**config.mk**
```make
export PLATFORM = sky130hd
export DESIGN_NAME = mmss_timer_flat
export DESIGN_NICKNAME = d
export VERILOG_FILES = /design/src/rtl/mmss_pkg.sv /design/src/rtl/mmss_timer_if.sv /design/src/rtl/mmss_timer_bcd_digit_ctr.sv /design/src/rtl/mmss_timer.sv /design/src/flat_wrapper.sv
export SDC_FILE = /design/constraint.sdc
export NUM_CORES = 1
export LEC_CHECK = 0
export CORE_MARGIN = 1.5
export CORE_UTILIZATION = 43
export DETAILED_ROUTE_END_ITERATION = 16
export PLACE_DENSITY = 0.69
export RECOVER_POWER = 25
export SLEW_MARGIN = 20
export SYNTH_ARGS = -nofsm -noshare
export SYNTH_HDL_FRONTEND = slang
export SYNTH_HIERARCHICAL = 1
export SYNTH_SLANG_ARGS = --single-unit
```
**constraint.sdc**
```tcl
create_clock -name CLOCK_50 -period 3 [get_ports CLOCK_50]
set_input_delay 0.3 -clock CLOCK_50 [delete_from_list [all_inputs] [get_ports CLOCK_50]]
set_output_delay 0.3 -clock CLOCK_50 [all_outputs]
set_load 0.03 [all_outputs]
```
**src/rtl/mmss_pkg.sv**
```systemverilog
// mmss_pkg -- shared types and constants for the MM:SS stopwatch.
//   state_t : control FSM states
//   bcd_t   : one BCD digit
//   *_MAX   : terminal values of the fixed-modulus digits
package mmss_pkg;

    typedef enum logic [1:0] {
        IDLE  = 2'd0,
        RUN   = 2'd1,
        PAUSE = 2'd2
    } state_t;

    typedef logic [3:0] bcd_t;

    localparam bcd_t SEC_U_MAX = 4'd9;
    localparam bcd_t SEC_T_MAX = 4'd5;
    localparam bcd_t MIN_U_MAX = 4'd9;

    // Split a 0..99 minute limit into its tens / units BCD digits.
    function automatic bcd_t tens_of(input int unsigned v);
        return bcd_t'(v / 10);
    endfunction

    function automatic bcd_t units_of(input int unsigned v);
        return bcd_t'(v % 10);
    endfunction

endpackage

```
**src/rtl/mmss_timer_if.sv**
```systemverilog
// mmss_timer_if -- groups the stopwatch control inputs and display outputs.
//   tick, KEY_START, KEY_LAP, clr : stimulus into the timer
//   disp_*                        : four displayed BCD digits
//   running, lap_hold, wrap       : status
// master drives the inputs (prescaler/board side), slave is the timer.
interface mmss_timer_if;
    import mmss_pkg::*;

    logic tick;
    logic KEY_START;
    logic KEY_LAP;
    logic clr;
    bcd_t disp_sec_u;
    bcd_t disp_sec_t;
    bcd_t disp_min_u;
    bcd_t disp_min_t;
    logic running;
    logic lap_hold;
    logic wrap;

    modport master (
        output tick, KEY_START, KEY_LAP, clr,
        input  disp_sec_u, disp_sec_t, disp_min_u, disp_min_t,
        input  running, lap_hold, wrap
    );

    modport slave (
        input  tick, KEY_START, KEY_LAP, clr,
        output disp_sec_u, disp_sec_t, disp_min_u, disp_min_t,
        output running, lap_hold, wrap
    );

endinterface

```
**src/rtl/mmss_timer_bcd_digit_ctr.sv**
```systemverilog
// bcd_digit_ctr -- one BCD digit of the cascade.
//   clk, rst_n : clock, async active-low reset
//   en         : advance enable (carry of the lower digit)
//   clr        : synchronous clear, wins over en
//   digit      : current value, 0..MAX
//   carry      : en while sitting at MAX (combinational, ripples same cycle)
module bcd_digit_ctr
    import mmss_pkg::*;
#(
    parameter bcd_t MAX = 4'd9
) (
    input  logic clk,
    input  logic rst_n,
    input  logic en,
    input  logic clr,
    output bcd_t digit,
    output logic carry
);

    bcd_t r_digit;

    always_ff @(posedge clk or negedge rst_n) begin
        if (!rst_n) begin
            r_digit <= '0;
        end else if (clr) begin
            r_digit <= '0;
        end else if (en) begin
            r_digit <= (r_digit == MAX) ? bcd_t'(0) : r_digit + bcd_t'(1);
        end
    end

    assign digit = r_digit;
    assign carry = en && (r_digit == MAX);

endmodule

```
**src/rtl/mmss_timer.sv**
```systemverilog
// mmss_timer -- MM:SS stopwatch with start/stop/lap control.
//   CLOCK_50 : system clock
//   RST_N    : async active-low reset
//   bus      : slave side of mmss_timer_if (tick, keys, clr in; digits/status out)
// Keys are synchronised, falling-edge detected into registered one-cycle
// press pulses. The FSM gates the 1 Hz tick into a four-digit BCD cascade;
// a lap register freezes the display while the count keeps running.
module mmss_timer
    import mmss_pkg::*;
#(
    parameter int SYNC_STAGES = 2,
    parameter int MAX_MIN     = 59
) (
    input  logic         CLOCK_50,
    input  logic         RST_N,
    mmss_timer_if.slave  bus
);

    localparam bcd_t MIN_T_TOP = tens_of(MAX_MIN);
    localparam bcd_t MIN_U_TOP = units_of(MAX_MIN);
    localparam int   K_START   = 0;
    localparam int   K_LAP     = 1;

    // ---------------- button path ----------------
    logic [1:0]                  w_key;
    logic [1:0][SYNC_STAGES-1:0] r_sync;
    logic [1:0]                  r_dly;
    logic [1:0]                  r_press;
    logic                        w_start_p;
    logic                        w_lap_p;

    assign w_key = {bus.KEY_LAP, bus.KEY_START};

    // Flops reset to 1 so a released button never looks like a press.
    always_ff @(posedge CLOCK_50 or negedge RST_N) begin
        if (!RST_N) begin
            r_sync  <= '1;
            r_dly   <= '1;
            r_press <= '0;
        end else begin
            for (int k = 0; k < 2; k++) begin
                r_sync[k]  <= {r_sync[k][SYNC_STAGES-2:0], w_key[k]};
                r_dly[k]   <= r_sync[k][SYNC_STAGES-1];
                r_press[k] <= r_dly[k] & ~r_sync[k][SYNC_STAGES-1];
            end
        end
    end

    assign w_start_p = r_press[K_START];
    assign w_lap_p   = r_press[K_LAP];

    // ---------------- FSM ----------------
    state_t r_state, w_next;
    logic   r_running;
    logic   r_lap_hold, w_lap_hold_next;
    logic   w_lap_capture;

    always_ff @(posedge CLOCK_50 or negedge RST_N) begin
        if (!RST_N) begin
            r_state    <= IDLE;
            r_running  <= 1'b0;
            r_lap_hold <= 1'b0;
        end else begin
            r_state    <= w_next;
            r_running  <= (w_next == RUN);
            r_lap_hold <= w_lap_hold_next;
        end
    end

    // clr outranks start in every state; only PAUSE reacts to clr with a move.
    always_comb begin
        w_next = r_state;
        case (r_state)
            IDLE:    if (!bus.clr && w_start_p) w_next = RUN;
            RUN:     if (!bus.clr && w_start_p) w_next = PAUSE;
            PAUSE:   if (bus.clr)               w_next = IDLE;
                     else if (w_start_p)        w_next = RUN;
            default: w_next = IDLE;
        endcase
    end

    always_comb begin
        w_lap_hold_next = r_lap_hold;
        w_lap_capture   = 1'b0;
        if (w_next != RUN) begin
            w_lap_hold_next = 1'b0;
        end else if (r_state == RUN && w_lap_p) begin
            w_lap_hold_next = ~r_lap_hold;
            w_lap_capture   = ~r_lap_hold;
        end
    end

    // ---------------- BCD cascade ----------------
    bcd_t w_sec_u, w_sec_t, w_min_u, w_min_t;
    logic w_c0, w_c1, w_c2, w_c3;
    logic w_adv;
    logic w_wrap;
    logic w_clr_min;
    logic r_wrap;

    // A tick alongside clr or start is dropped: clr zeroes, start leaves RUN.
    assign w_adv = (r_state == RUN) && bus.tick && !bus.clr && !w_start_p;

    // With a units limit of 9 the natural ripple already reaches MAX_MIN:59
    // exactly when the minute-tens carry fires; otherwise the minute digits
    // need an explicit terminal compare and clear.
    assign w_wrap = (MIN_U_TOP == MIN_U_MAX) ? w_c3
                  : (w_c1 && (w_min_u == MIN_U_TOP) && (w_min_t == MIN_T_TOP));

    assign w_clr_min = bus.clr || w_wrap;

    bcd_digit_ctr #(.MAX(SEC_U_MAX)) u_sec_u (
        .clk(CLOCK_50), .rst_n(RST_N), .en(w_adv), .clr(bus.clr),
        .digit(w_sec_u), .carry(w_c0)
    );
    bcd_digit_ctr #(.MAX(SEC_T_MAX)) u_sec_t (
        .clk(CLOCK_50), .rst_n(RST_N), .en(w_c0), .clr(bus.clr),
        .digit(w_sec_t), .carry(w_c1)
    );
    bcd_digit_ctr #(.MAX(MIN_U_MAX)) u_min_u (
        .clk(CLOCK_50), .rst_n(RST_N), .en(w_c1), .clr(w_clr_min),
        .digit(w_min_u), .carry(w_c2)
    );
    bcd_digit_ctr #(.MAX(MIN_T_TOP)) u_min_t (
        .clk(CLOCK_50), .rst_n(RST_N), .en(w_c2), .clr(w_clr_min),
        .digit(w_min_t), .carry(w_c3)
    );

    always_ff @(posedge CLOCK_50 or negedge RST_N) begin
        if (!RST_N) r_wrap <= 1'b0;
        else        r_wrap <= w_wrap;
    end

    // ---------------- lap capture ----------------
    // Captures the count as it stood at the press (before any same-cycle tick).
    bcd_t [3:0] r_lap;
    bcd_t [3:0] w_cnt;

    assign w_cnt = {w_min_t, w_min_u, w_sec_t, w_sec_u};

    always_ff @(posedge CLOCK_50 or negedge RST_N) begin
        if (!RST_N)             r_lap <= '0;
        else if (w_lap_capture) r_lap <= w_cnt;
    end

    // ---------------- outputs ----------------
    assign bus.disp_min_t = r_lap_hold ? r_lap[3] : w_min_t;
    assign bus.disp_min_u = r_lap_hold ? r_lap[2] : w_min_u;
    assign bus.disp_sec_t = r_lap_hold ? r_lap[1] : w_sec_t;
    assign bus.disp_sec_u = r_lap_hold ? r_lap[0] : w_sec_u;
    assign bus.running    = r_running;
    assign bus.lap_hold   = r_lap_hold;
    assign bus.wrap       = r_wrap;

endmodule

```
**src/flat_wrapper.sv**
```systemverilog
// flat-port wrapper written by rule: the top's interface ports become plain ports
module mmss_timer_flat import mmss_pkg::*;
#(
    parameter int SYNC_STAGES = 2,
    parameter int MAX_MIN     = 59
)
  (CLOCK_50, RST_N, bus_tick, bus_KEY_START, bus_KEY_LAP, bus_clr, bus_disp_sec_u, bus_disp_sec_t, bus_disp_min_u, bus_disp_min_t, bus_running, bus_lap_hold, bus_wrap);
  mmss_timer_if bus_i ();
  input  logic CLOCK_50;
  input  logic RST_N;
  input wire logic [$bits(bus_i.tick)-1:0] bus_tick;
  input wire logic [$bits(bus_i.KEY_START)-1:0] bus_KEY_START;
  input wire logic [$bits(bus_i.KEY_LAP)-1:0] bus_KEY_LAP;
  input wire logic [$bits(bus_i.clr)-1:0] bus_clr;
  output wire logic [$bits(bus_i.disp_sec_u)-1:0] bus_disp_sec_u;
  output wire logic [$bits(bus_i.disp_sec_t)-1:0] bus_disp_sec_t;
  output wire logic [$bits(bus_i.disp_min_u)-1:0] bus_disp_min_u;
  output wire logic [$bits(bus_i.disp_min_t)-1:0] bus_disp_min_t;
  output wire logic [$bits(bus_i.running)-1:0] bus_running;
  output wire logic [$bits(bus_i.lap_hold)-1:0] bus_lap_hold;
  output wire logic [$bits(bus_i.wrap)-1:0] bus_wrap;
  assign bus_i.tick = bus_tick;
  assign bus_i.KEY_START = bus_KEY_START;
  assign bus_i.KEY_LAP = bus_KEY_LAP;
  assign bus_i.clr = bus_clr;
  assign bus_disp_sec_u = bus_i.disp_sec_u;
  assign bus_disp_sec_t = bus_i.disp_sec_t;
  assign bus_disp_min_u = bus_i.disp_min_u;
  assign bus_disp_min_t = bus_i.disp_min_t;
  assign bus_running = bus_i.running;
  assign bus_lap_hold = bus_i.lap_hold;
  assign bus_wrap = bus_i.wrap;
  mmss_timer #(.SYNC_STAGES(SYNC_STAGES), .MAX_MIN(MAX_MIN)) u_core (.CLOCK_50(CLOCK_50), .RST_N(RST_N), .bus(bus_i));
endmodule
```
* After elaboration in Yosys (flattened, before gate mapping) *
Cells that the tools add are included.

storage, ports and cells
  flip-flop bits (word level) = 45
  bits in latches = 0
  bits in writable memories = 0
  ROM bits = 0
  output and inout port bits = 19
  word-level logic and storage cells = 76
  memories kept = 0

operators by class
  add/subtract/negate cells = 4
  $mul = 0
  divide/modulo/power cells = 0
  order comparisons = 0
  equality and inequality tests = 8
  shifts and indexed selects = 0
  mux-type cells = 25
  bitwise gates (word level) = 5
  reduce and logical (&&, ||, !) cells = 18

operators by type and width
  kind                                            number
  2-to-1 mux 4 bit                                16
  adder 4 x 1 -> 4 bit (second input constant)    4
  nonzero test 2 bit                              5
  logical AND 1 bit                               9
  == test 4 x 3 -> 1 bit (second input constant)  2
  == test 4 bit (second input constant)           2
  2-to-1 mux 2 bit                                4
  case mux 2 bit (3 select lines)                 1
  == test 2 x 1 -> 1 bit (second input constant)  2
  2-to-1 mux 1 bit                                4
  inverter 1 bit                                  3
  bitwise AND 1 bit                               2
  == test 2 bit (second input constant)           1
  zero test 1 bit                                 2
  zero test 2 bit                                 1
  != test 2 x 1 -> 1 bit (second input constant)  1
  logical OR 1 bit                                1

* Depth between registers and ports, before layout *
Gate-level depths: netlist of the first run.

  depth after elaboration = 10
  depth in mapped cells = 10
  mapped depth without buffers = 10

* Modules after synthesis *
Netlist of the first run, hierarchy kept.

by module, submodules not included
  module                              times used  cells each  area an instance (µm²)  sequential area each (µm²)
  mmss_timer                          1           82          1,290.0                 733.2
  bcd_digit_ctr (u_core.u_min_u ...)  2           26          241.5                   100.1
  bcd_digit_ctr (u_core.u_min_t ...)  2           23          234.0                   100.1

* Worst setup path after synthesis of the first run *
No wires, ideal clock.

  path kind = register to register
  start = reg u_core.r_state[1]
  end = reg u_core.u_min_t.r_digit[3], in the netlist u_core/u_min_t/digit[3]
  library setup time = 0.073 ns
  arrival time = 2.876 ns
  required time = 2.927 ns
  setup slack = 0.051 ns
  stages on the path, launching flop included = 11
  clock period less this slack = 2.949 ns
  cell sequence = dfrtp_1 -> nand2b_2 -> nor4b_1 -> inv_1 -> nor2_1 -> and4_2 -> inv_1 -> nor2_1 -> nand4_1 -> or3_1 -> a21oi_2

between the ends
  cells in the longest elaborated chain, start to end = 10
  elaborated cells on any way between the ends = 11
  classes of those cells = eq/ne: 1; mux: 1; reduce/logical: 9

ends and longest elaborated chain
  item                                                    line                            source
  start: declaration                                      mmss_timer.sv:53                state_t r_state, w_next;
  start signal: assignment                                mmss_timer.sv:64                r_state <= w_next;
  == test 2 x 1 -> 1 bit *                                mmss_timer.sv:102               assign w_adv = (r_state == RUN) && bus.tick && !bus.clr && !w_start_p;
  logical AND 1 bit * (3 in a row)                        mmss_timer.sv:102
  named net u_core.w_adv                                  mmss_timer.sv:96                logic w_adv;
  logical AND 1 bit *                                     mmss_timer_bcd_digit_ctr.sv:33  assign carry = en && (r_digit == MAX);
  named net u_core.w_c0                                   mmss_timer.sv:95                logic w_c0, w_c1, w_c2, w_c3;
  logical AND 1 bit *                                     mmss_timer_bcd_digit_ctr.sv:33
  named net u_core.w_c1                                   mmss_timer.sv:95
  logical AND 1 bit *                                     --
  named net u_core.w_c2                                   mmss_timer.sv:95
  logical AND 1 bit                                       --
  logical OR 1 bit                                        mmss_timer.sv:110               assign w_clr_min = bus.clr || w_wrap;
  2-to-1 mux 4 bit or nonzero test 2 bit (tied branches)  --
  end signal: assignment                                  mmss_timer_bcd_digit_ctr.sv:28  r_digit <= (r_digit == MAX) ? bcd_t'(0) : r_digit + bcd_t'(1);
  end: declaration                                        mmss_timer_bcd_digit_ctr.sv:20  bcd_t r_digit;

Mark *: on every way through the listed nets, which the timed path passes. The rest lies on a longest branch.
A chain may end at the register's enable or synchronous reset.

* Worst setup path after layout of the first run *
  start = reg u_core.r_state[1]
  end = reg u_core.u_min_t.r_digit[2], in the netlist u_core/u_min_t/digit[2]

between the ends
  cells in the longest elaborated chain, start to end = 10
  elaborated cells on any way between the ends = 11
  classes of those cells = eq/ne: 1; mux: 1; reduce/logical: 9

ends and longest elaborated chain
  item                                                    line                            source
  == test 2 x 1 -> 1 bit *                                mmss_timer.sv:102
  logical AND 1 bit * (3 in a row)                        mmss_timer.sv:102
  named net u_core.w_adv                                  mmss_timer.sv:96
  logical AND 1 bit *                                     mmss_timer_bcd_digit_ctr.sv:33
  named net u_core.w_c0                                   mmss_timer.sv:95
  logical AND 1 bit *                                     mmss_timer_bcd_digit_ctr.sv:33
  named net u_core.w_c1                                   mmss_timer.sv:95
  logical AND 1 bit *                                     --
  named net u_core.w_c2                                   mmss_timer.sv:95
  logical AND 1 bit *                                     --
  named net u_core.w_c3                                   mmss_timer.sv:95
  logical OR 1 bit *                                      mmss_timer.sv:110
  named net u_core.w_clr_min                              mmss_timer.sv:98                logic w_clr_min;
  2-to-1 mux 4 bit or nonzero test 2 bit (tied branches)  --

Marked as above.

==> reports/qor.yml, run 1 <==
detailed_routing:
  ant_nets: 0
  dr.first_iter.drc_count: 89
  drc_errors: 0
  routed_wl_um: 3810
  drt-pass1-iter-count: 5
  vias_per_cell: 5.17
  vias: 1463
  wl_per_cell_um: 13.5
cells_and_area:
  drive_above_1_share_pct: 29.6
  final_cells: 283
  fin_area_mm2: 0.00268
  insertedDiodeCount: 0
  fillers: 488
  layout.nets: 226
  area_growth_syn_to_layout_pct: 19.4
placed_design:
  placed_area_mm2: 0.00256
  post-place-cells: 275
  port_buffers: 24
  gp_congestion: 0.801
  hpwl_um: 2550
critical_path:
  crit_family: "simple AND/OR/NAND/NOR gates"
  cp.arrival_ns: 2.68
  slowest_stage: "dfrtp_1"
  crit_type: "flop to flop"
  path_cells: "nand2b_2 > nor4b_1 > inv_1 > nor2_1 > and4_2 > inv_1 > nor2_1 > and4_2 > or2_2 > a311oi_1"
  startpoint_type: "flop"
  max_stage_delay_ns: 0.40
  r2r_setup_slack_ns: 0.48
  end_kind: "flop"
  path_buf_inv: 2
  reg2reg_depth: 10
  path_max_fanout: 8
  regToRegStartpoint: "u_core/r_state[1]"
  cp_data_required_time_ns: 3.16
  r2r_end: "u_core/u_min_t/digit[2]"
floorplanning:
  core_area_mm2: 0.00507
  start_util_pct: 44.2
  rows: 26
  pin_count: 25
  die_area_mm2: 0.00565
  die_h_um: 75.2
  die_w_um: 75.2
sta:
  slew-limit-headroom_pct: -57.9
  finalCriticalPeriod_ns: 2.52
  fin_worst_skew_ns: 0.00581
  worstMarginPinSlew_ns: 2.37
  worst_hold_slack_ns: 0.360
  finalCritPeriodShare_pct: 84.0
  fmax_mhz: 397
  rsz0062_at_grt: "false"
  hold_viol_final: 0
  drv_slew: 46
  final.setup.tns_ns: 0
  finalSetupViolCount: 0
clock_tree:
  htreeDepth: 2
  numCtsBuffers: 5
  clkTransAtPathRegs_ns: 0.09
  cts_root_buf: "clkbuf_8"
  cts_tree: "built"
  cts_setup_buffers: 0
  clock_sinks: 45
  cts-resized-gates: 0
  clock_latency_ns: 0.29
  ctsHoldBuffers: 0
  cts.path.max_buffers: 2
global_route:
  track_usage_pct: 14.8
  grt-ovfl-total: 0
  first_global_vias: 1431
  grt_max_degree: 46
  grt_pass1_wl_um: 6350
  antenna_found_initial: 0
synthesis:
  yosys.cell_types.count: 34
  syn_avg_cell_area_um2: 12.4
  netlist.area_leader.share_pct: 43.6
  synthesis.area_mm2: 0.00224
  synthArstFlopShare_pct: 100
  synthTopCellsByArea: "dfrtp_1 44%, mux2_2 11%, dfstp_2 7.0%, mux2_4 6.7%, nand3b_1 4.7%"
  synth-main-ff-cell: "dfrtp_1"
  netlist_top_cells_count: "39 x dfrtp_1, 22 x mux2_2, 14 x nand3b_1"
  ys_warn_count: 6
  syn_nets: 194
  yosysTopAreaCell: "dfrtp_1"
  synth_edf_count: 0
  yosys.cell_count.top_type: "dfrtp_1"
  seq_area_frac_synth_pct: 50.6
  synth_cells: 180
  ys_ff_latch: 45
power:
  power_leakage_nw: 1.18
  total_power_mw: 1.31
  max-vdd-ir-drop_v: 0.000331
  p_per_area_mw_per_mm2: 490
hold_path:
  hold_depth: 0
  hold_end: "u_core/r_sync[3]"
  hp-start: "u_core/r_sync[2]"
  hold_class: "flop to flop"
outcome:
  status: "complete, but fails checks"
  violations: "capacitance limit, slew limit"
flow_run:
  drv_cap: 1
-- report_power, final --
part           switching, mW  internal, mW  total (mW)
sequential            0.0443         0.638       0.682
combinational         0.0881        0.0832       0.171
clock                  0.207         0.249       0.456
-- worst max-delay path by stage --
stage | start | endpoint | slack [ns] | depth (start not counted)
finish | u_core/r_state[1] | u_core/u_min_t/digit[2] | 0.48 | 10
global route | u_core/r_state[1] | u_core/u_min_t/digit[2] | 0.19 | 10
CTS | u_core/bus.lap_hold | bus_disp_sec_t[3] | 0.44 | 2
detailed placement | bus_clr | u_core/u_min_t/digit[2] | 0.38 | 10
global placement | bus_clr | u_core/u_min_t/digit[3] | 0.40 | 10
floorplan | u_core/r_state[1] | u_core/u_min_t/digit[3] | 0.05 | 10
-- cell families after synthesis --
family / share of synthesized area, %
flip-flops: 50.6
multiplexers: 18.6
AO/OA/AOI/OAI: 8.26
adder cells (fa/ha/maj): 4.47
AND/OR/NAND/NOR: 14.3
XOR/XNOR: 0.391
buffers and inverters: 3.29
-- layout make-up --
| cell class | instances | area, um^2 | share of cell area [%] |
|---|---|---|---|
| Tap cell | 70 | 87.6 | 3.27 |
| Clock inverter | 3 | 46.3 | 1.73 |
| Multi-Input combinational cell | 122 | 1030 | 38.6 |
| Timing Repair Buffer | 29 | 272 | 10.1 |
| Inverter | 9 | 33.8 | 1.26 |
| Sequential cell | 45 | 1130 | 42.4 |
| Clock buffer | 5 | 68.8 | 2.57 |
-- flip-flops by register name, indices dropped and copies added, names as in the netlist --
signal and cells:
u_core/r_lap 16, u_core/r_sync 4, u_core/u_min_t/digit 4, u_core/u_min_u/digit 4, u_core/u_sec_t/digit 4, u_core/u_sec_u/digit 4, u_core/r_dly 2, u_core/r_press 2
u_core/r_state 2, u_core/bus.lap_hold 1, u_core/bus.running 1, u_core/bus.wrap 1
-- placed cells by master, fill, tap and decap left out, drive strengths merged --
cell / instances
a211o: 2
a21boi: 2
a21o: 2
a21oi: 17
a311oi: 2
and2: 1
and4: 2
and4b: 2
buf: 5
bufinv: 1
clkbuf: 6
clkdlybuf4s50: 23
clkinv: 1
clkinvlp: 1
dfrtp: 39
dfstp: 6
ha: 8
inv: 9
mux2: 32
mux2i: 2
nand2: 13
nand2b: 6
nand3b: 14
nand4: 2
nor2: 3
nor2b: 2
nor4b: 1
o21ai: 4
or2: 1
or3: 2
or4b: 1
xnor2: 1
-- metal layers --
layer	GRT usage (%)	vias up	share of wire, %
met5	0	-	0
met4	4.17	0	0.58
met3	3.75	2	3.6
met2	25.5	19	48
met1	18.6	740	48
li1	-	702	-
-- per-stage QoR --
stage,setup WS [ns],util (%)
floorplan,0.0509,-
global placement,0.402,50.5
detailed placement,0.377,50.5
CTS,0.441,52.7
global route,0.188,52.7
finish,0.480,52.7
(Power assumes the default switching activity.)
==> run 2, diff against run 1 <==
==> constraint.sdc (replaced) <==
create_clock -name CLOCK_50 -period 2.3 [get_ports CLOCK_50]
set_input_delay 0.23 -clock CLOCK_50 [delete_from_list [all_inputs] [get_ports CLOCK_50]]
set_output_delay 0.23 -clock CLOCK_50 [all_outputs]
set_load 0.03 [all_outputs]
==> run 2 against run 1 <==
The run now ends clean. Power is 25% higher. Worst setup slack worse by 0.30 ns. First-iteration DRC count down 28%. Global-route usage increased by 1.6 points. Core utilization is 2.5 points higher. Routed wire length grew 1.6%. Cell count increased by 5.3%. Final area rose by 4.7%. Register-to-register slack lost 0.30 ns. Maximum frequency is 19% higher. Largest cell class unchanged.
==> reports/qor.yml, run 2 (synthesis results as in run 1) <==
cells_and_area:
  largest_register_ffs: 16  # unchanged
  fillers: 461  # was 488
  area_growth_syn_to_layout_pct: 25.0  # was 19.4%
  fin_area_mm2: 0.00280  # was 0.00268 mm^2
  layout.nets: 241  # was 226
  final_cells: 298  # was 283
  final_common_cell: "dfrtp_1"  # unchanged
  regMostFlops: "u_core/r_lap"  # unchanged
  insertedDiodeCount: 0  # unchanged
  post-route-util_pct: 55.2  # was 52.7%
  drive_above_1_share_pct: 35.1  # was 29.6%
  layout_common_cells: "39 x dfrtp_1, 22 x mux2_2, 21 x clkdlybuf4s50_1"  # was 39 x dfrtp_1, 23 x clkdlybuf4s50_1, 22 x mux2_2
sta:
  hold_viol_final: 0  # unchanged
  fmax_mhz: 472  # was 397 MHz
  drv_slew: 0  # was 46
  worstMarginPinSlew_ns: 1.40  # was 2.37 ns
  fin_worst_skew_ns: 0.00707  # was 0.00581 ns
  finalCritPeriodShare_pct: 92.2  # was 84.0%
  finalSetupViolCount: 0  # unchanged
  slew-limit-headroom_pct: 6.55  # was -57.9%
  final.setup.tns_ns: 0  # unchanged
  finalCriticalPeriod_ns: 2.12  # was 2.52 ns
  rsz0062_at_grt: "false"  # unchanged
clock_tree:
  clock_latency_ns: 0.30  # was 0.29 ns
  htreeDepth: 2  # unchanged
  clkTransAtPathRegs_ns: 0.09  # about the same
  cts_tree: "built"  # unchanged
  cts.path.max_buffers: 2  # unchanged
  numCtsBuffers: 5  # unchanged
  cts_root_buf: "clkbuf_8"  # unchanged
  clock_sinks: 45  # unchanged
critical_path:
  slowest_stage: "dfrtp_1"  # unchanged
  crit_type: "flop to flop"  # unchanged
  cp.arrival_ns: 2.35  # was 2.68 ns
  crit_family: "simple AND/OR/NAND/NOR gates"  # unchanged
  path_buf_inv: 2  # unchanged
  cp_data_required_time_ns: 2.53  # was 3.16 ns
  startpoint_type: "flop"  # unchanged
  path_cells: "nand2b_2 > nor4b_4 > inv_2 > nor2_4 > and4_4 > inv_1 > nor2_4 > nand4_1 > or3_1 > a21oi_2"  # was nand2b_2 > nor4b_1 > inv_1 > nor2_1 > and4_2 > inv_1 > nor2_1 > and4_2 > or2_2 > a311oi_1
  end_kind: "flop"  # unchanged
  crit_top_cell: "nor2_4"
  path_max_fanout: 4  # was 8
  max_stage_delay_ns: 0.40  # about the same
hold_path:
  hold_class: "flop to flop"  # unchanged
global_route:
  grt-ovfl-total: 0  # unchanged
  antenna_found_initial: 0  # unchanged
  first_global_vias: 1470  # was 1431
  grt_max_degree: 27  # was 46
  track_usage_pct: 16.4  # was 14.8%
  grt_pass1_wl_um: 6920  # was 6350 um
detailed_routing:
  wl_per_cell_um: 13.0  # was 13.5 um
  dr.first_iter.drc_count: 64  # was 89
  drc_errors: 0  # unchanged
  drt-pass1-iter-count: 4  # was 5
  vias: 1470  # was 1463
  vias_per_cell: 4.93  # was 5.17
  ant_nets: 0  # unchanged
  routed_wl_um: 3870  # was 3810 um
power:
  max-vdd-ir-drop_v: 0.000417  # was 0.000331 V
  p_per_area_mw_per_mm2: 584  # was 490 mW/mm^2
  power_leakage_nw: 1.25  # was 1.18 nW
  total_power_mw: 1.64  # was 1.31 mW
placed_design:
  port_buffers: 24  # unchanged
  placed_area_mm2: 0.00270  # was 0.00256 mm^2
  hpwl_um: 2750  # was 2550 um
  post-place-cells: 289  # was 275
  gp_congestion: 0.760  # was 0.801
outcome:
  status: "finished, final reports clean"  # was complete, but fails checks
floorplanning:
  pin_count: 25  # unchanged
  core_area_mm2: 0.00507  # unchanged
  rows: 26  # unchanged
  die_area_mm2: 0.00565  # unchanged
  die_w_um: 75.2  # unchanged
  start_util_pct: 44.2  # unchanged
  die_h_um: 75.2  # unchanged
flow_run:
  drv_cap: 0  # was 1
-- run 2: per-layer routing --
layer / global-route usage [%] / routed length, um
met3: 3.21 / 91
met2: 26.4 / 1850
met4: 6.55 / 50
met1: 22.1 / 1880
met5: 0 / 0
-- run 2: area by class of cell --
class / count / area [um^2] / area share [%]
Timing Repair Buffer: 44 / 387 / 13.8
Multi-Input combinational cell: 122 / 1070 / 38.1
Inverter: 9 / 33.8 / 1.21
Sequential cell: 45 / 1130 / 40.5
Clock buffer: 5 / 68.8 / 2.46
Tap cell: 70 / 87.6 / 3.13
Clock inverter: 3 / 22.5 / 0.804
-- run 2: worst paths after layout --
path | from | endpoint | slack (ns) | cells after the start
max | u_core/r_state[1] | u_core/u_min_t/digit[3] | 0.18 | 10
min in group asynchronous | RST_N | u_core/r_state[0] | 0.78 | 2
min | u_core/r_sync[0] | u_core/r_sync[1] | 0.36 | 0
min reg2reg | u_core/r_sync[0] | u_core/r_sync[1] | 0.36 | 0
max in group asynchronous | RST_N | u_core/r_sync[1] | 0.59 | 3
max reg2reg | u_core/r_state[1] | u_core/u_min_t/digit[3] | 0.18 | 10
-- run 2: power breakdown --
| part | internal (mW) | switching (mW) |
|---|---|---|
| sequential | 0.832 | 0.0263 |
| clock | 0.213 | 0.273 |
| combinational | 0.133 | 0.159 |
| total | 1.18 | 0.458 |
-- run 2: metrics by stage --
step	worst slack (ns)	hold WS, ns
3_3_place_gp	0.0590	0.261
5_1_grt	0.000176	0.372
6_report	0.180	0.360
3_5_place_dp	0.0223	0.261
2_1_floorplan	0.00657	-0.0656
4_1_cts	0.143	0.317
-- run 2: worst reg2reg max path: stages, from the launching register on --
cell	delay, ns
dfrtp_1	0.40
nand2b_2	0.23
nor4b_4	0.25
inv_2	0.08
nor2_4	0.11
and4_4	0.23
inv_1	0.07
nor2_4	0.12
nand4_1	0.11
or3_1	0.33
a21oi_2	0.11
-- run 2: timing repair --
item	4_1_cts	5_1_grt
endpoints found under the setup margin	0	4
buffers inserted	0	0
hold buffers	1	0
endpoints found under the hold margin	20	0
gates resized for setup	0	1
==> run 3, diff against run 2 <==
==> constraint.sdc (replaced) <==
create_clock -name CLOCK_50 -period 2.3 [get_ports CLOCK_50]
set_input_delay 0.46 -clock CLOCK_50 [delete_from_list [all_inputs] [get_ports CLOCK_50]]
set_output_delay 0.46 -clock CLOCK_50 [all_outputs]
set_load 0.03 [all_outputs]
==> run 3 against run 2 <==
Sequential cell count did not move. Clock power fell by 4.9%. Final area rose by 0.18%. Critical endpoint is now u_core/r_lap[5]. Largest cell class unchanged. Largest power group unchanged.
==> reports/qor.yml, run 3 (synthesis results as in run 1) <==
outcome:
  status: "finished, final reports clean"  # unchanged
sta:
  slew-limit-headroom_pct: 17.3  # was 6.55%
  finalSetupViolCount: 0  # unchanged
  worstMarginPinSlew_ns: 1.24  # was 1.40 ns
  hold_viol_final: 0  # unchanged
  fin_worst_skew_ns: 0.00924  # was 0.00707 ns
  finalCritPeriodShare_pct: 95.6  # was 92.2%
  finalCriticalPeriod_ns: 2.20  # was 2.12 ns
  rsz0062_at_grt: "false"  # unchanged
  fmax_mhz: 455  # was 472 MHz
  worst_hold_slack_ns: 0.358  # was 0.360 ns
  drv_slew: 0  # unchanged
cells_and_area:
  largest_register_ffs: 16  # unchanged
  layout_common_cells: "37 x dfrtp_1, 22 x mux2_2, 17 x buf_4"  # was 39 x dfrtp_1, 22 x mux2_2, 21 x clkdlybuf4s50_1
  fillers: 470  # was 461
  layout.nets: 240  # was 241
  regMostFlops: "u_core/r_lap"  # unchanged
  final_common_cell: "dfrtp_1"  # unchanged
  regArea_mm2: 0.00114  # was 0.00113 mm^2
  area_growth_syn_to_layout_pct: 25.2  # was 25.0%
  drive_above_1_share_pct: 35.7  # was 35.1%
  fin_area_mm2: 0.00281  # was 0.00280 mm^2
  insertedDiodeCount: 0  # unchanged
  multi_input_area_mm2: 0.00107  # about the same
  final_cells: 297  # was 298
detailed_routing:
  met2_length_um: 1950  # was 1850 um
  drt-pass1-iter-count: 4  # unchanged
  vias: 1515  # was 1470
  met1Wirelength_um: 1840  # was 1880 um
  wl_per_cell_um: 13.3  # was 13.0 um
  wl_met3_um: 110  # was 91 um
  drc_errors: 0  # unchanged
  top_layer: "met4"  # unchanged
  ant_nets: 0  # unchanged
  dr.first_iter.drc_count: 88  # was 64
  routed_wl_um: 3950  # was 3870 um
  vias_per_cell: 5.10  # was 4.93
critical_path:
  cp.arrival_ns: 2.37  # was 2.35 ns
  path_buf_inv: 3  # was 2
  end_kind: "flop"  # unchanged
  crit_family: "buffers and inverters"  # was simple AND/OR/NAND/NOR gates
  startpoint_type: "primary input"  # was flop
  path_max_fanout: 12  # was 4
  slowest_stage: "clkdlybuf4s50_1"  # was dfrtp_1
  cp_data_required_time_ns: 2.47  # was 2.53 ns
  max_stage_delay_ns: 0.52  # was 0.40 ns
  crit_type: "primary input to flop"  # was flop to flop
  path_cells: "clkdlybuf4s50_1 > buf_4 > nand2b_1 > or4b_1 > buf_12 > mux2_4"  # was nand2b_2 > nor4b_4 > inv_2 > nor2_4 > and4_4 > inv_1 > nor2_4 > nand4_1 > or3_1 > a21oi_2
placed_design:
  placed_area_mm2: 0.00272  # was 0.00270 mm^2
  port_buffers: 24  # unchanged
  hpwl_um: 2740  # was 2750 um
  gp_congestion: 0.796  # was 0.760
  post-place-cells: 289  # unchanged
clock_tree:
  numCtsBuffers: 5  # unchanged
  cts_setup_buffers: 0  # unchanged
  ctsHoldBuffers: 0  # was 1
  clock_sinks: 45  # unchanged
  htreeDepth: 2  # unchanged
  clkTransAtPathRegs_ns: 0.08  # was 0.09 ns
  cts_root_buf: "clkbuf_8"  # unchanged
  clock_latency_ns: 0.29  # was 0.30 ns
  cts.path.max_buffers: 2  # unchanged
  cts_tree: "built"  # unchanged
floorplanning:
  die_h_um: 75.2  # unchanged
  die_area_mm2: 0.00565  # unchanged
  start_util_pct: 44.2  # unchanged
  rows: 26  # unchanged
  die_w_um: 75.2  # unchanged
  pin_count: 25  # unchanged
  core_area_mm2: 0.00507  # unchanged
power:
  power_leakage_nw: 1.35  # was 1.25 nW
  p_per_area_mw_per_mm2: 584  # about the same
  max-vdd-ir-drop_v: 0.000352  # was 0.000417 V
global_route:
  first_global_vias: 1458  # was 1470
  antenna_found_initial: 0  # unchanged
  grt-ovfl-total: 0  # unchanged
  grt_pass1_wl_um: 6550  # was 6920 um
  track_usage_pct: 15.6  # was 16.4%
  grt_max_degree: 24  # was 27
flow_run:
  drv_cap: 0  # unchanged
hold_path:
  hold_class: "flop to flop"  # unchanged
==> run 3: what timing repair did <==
action,4_1_cts,5_1_grt
pin swaps,0,1
gates resized for setup,12,5
hold endpoints to repair,0,0
setup endpoints to repair,13,10
==> run 3: layout make-up <==
class,count,area share (%)
multi-input combinational,122,38.2
clock inverter,2,0.357
sequential,45,40.5
tap,70,3.12
clock buffer,6,2.59
timing repair buffer,43,14.0
inverter,9,1.20
==> run 3: power breakdown <==
part	switching (mW)	internal [mW]	leakage, nW
combinational	0.154	0.150	0.710
sequential	0.0376	0.835	0.598
clock	0.252	0.211	0.0450
==> run 3: through the flow <==
stage | utilization (%) | TNS, ns | power (mW) | setup WS, ns
final | 55.3 | 0 | 1.64 | 0.102
after global routing | 55.3 | 0 | 1.71 | 0.0217
after CTS | 55.0 | 0 | 1.65 | 0.00305
after detailed placement | 53.6 | -4.77 | 1.19 | -0.238
after global placement | 53.6 | -4.23 | 1.18 | -0.198
after floorplan | - | 0 | 1.06 | 0.00657
==> run 3: metal layers <==
metal | GRT usage (%) | vias up
li1 | - | 736
met3 | 2.81 | 5
met5 | 0 | -
met1 | 19.5 | 755
met2 | 26.5 | 19
met4 | 6.55 | 0
==> run 3: worst paths after layout <==
kind	slack, ns	to	cells past startpoint	startpoint
hold / removal	0.36	u_core/r_sync[3]	0	u_core/r_sync[2]
min in group asynchronous	0.41	u_core/r_lap[1]	1	RST_N
setup reg to reg	0.14	u_core/u_min_t/digit[3]	10	u_core/r_state[1]
hold reg to reg	0.36	u_core/r_sync[3]	0	u_core/r_sync[2]
setup / recovery	0.10	u_core/r_lap[5]	6	bus_clr
max in group asynchronous	1.15	u_core/u_sec_t/digit[0]	1	RST_N
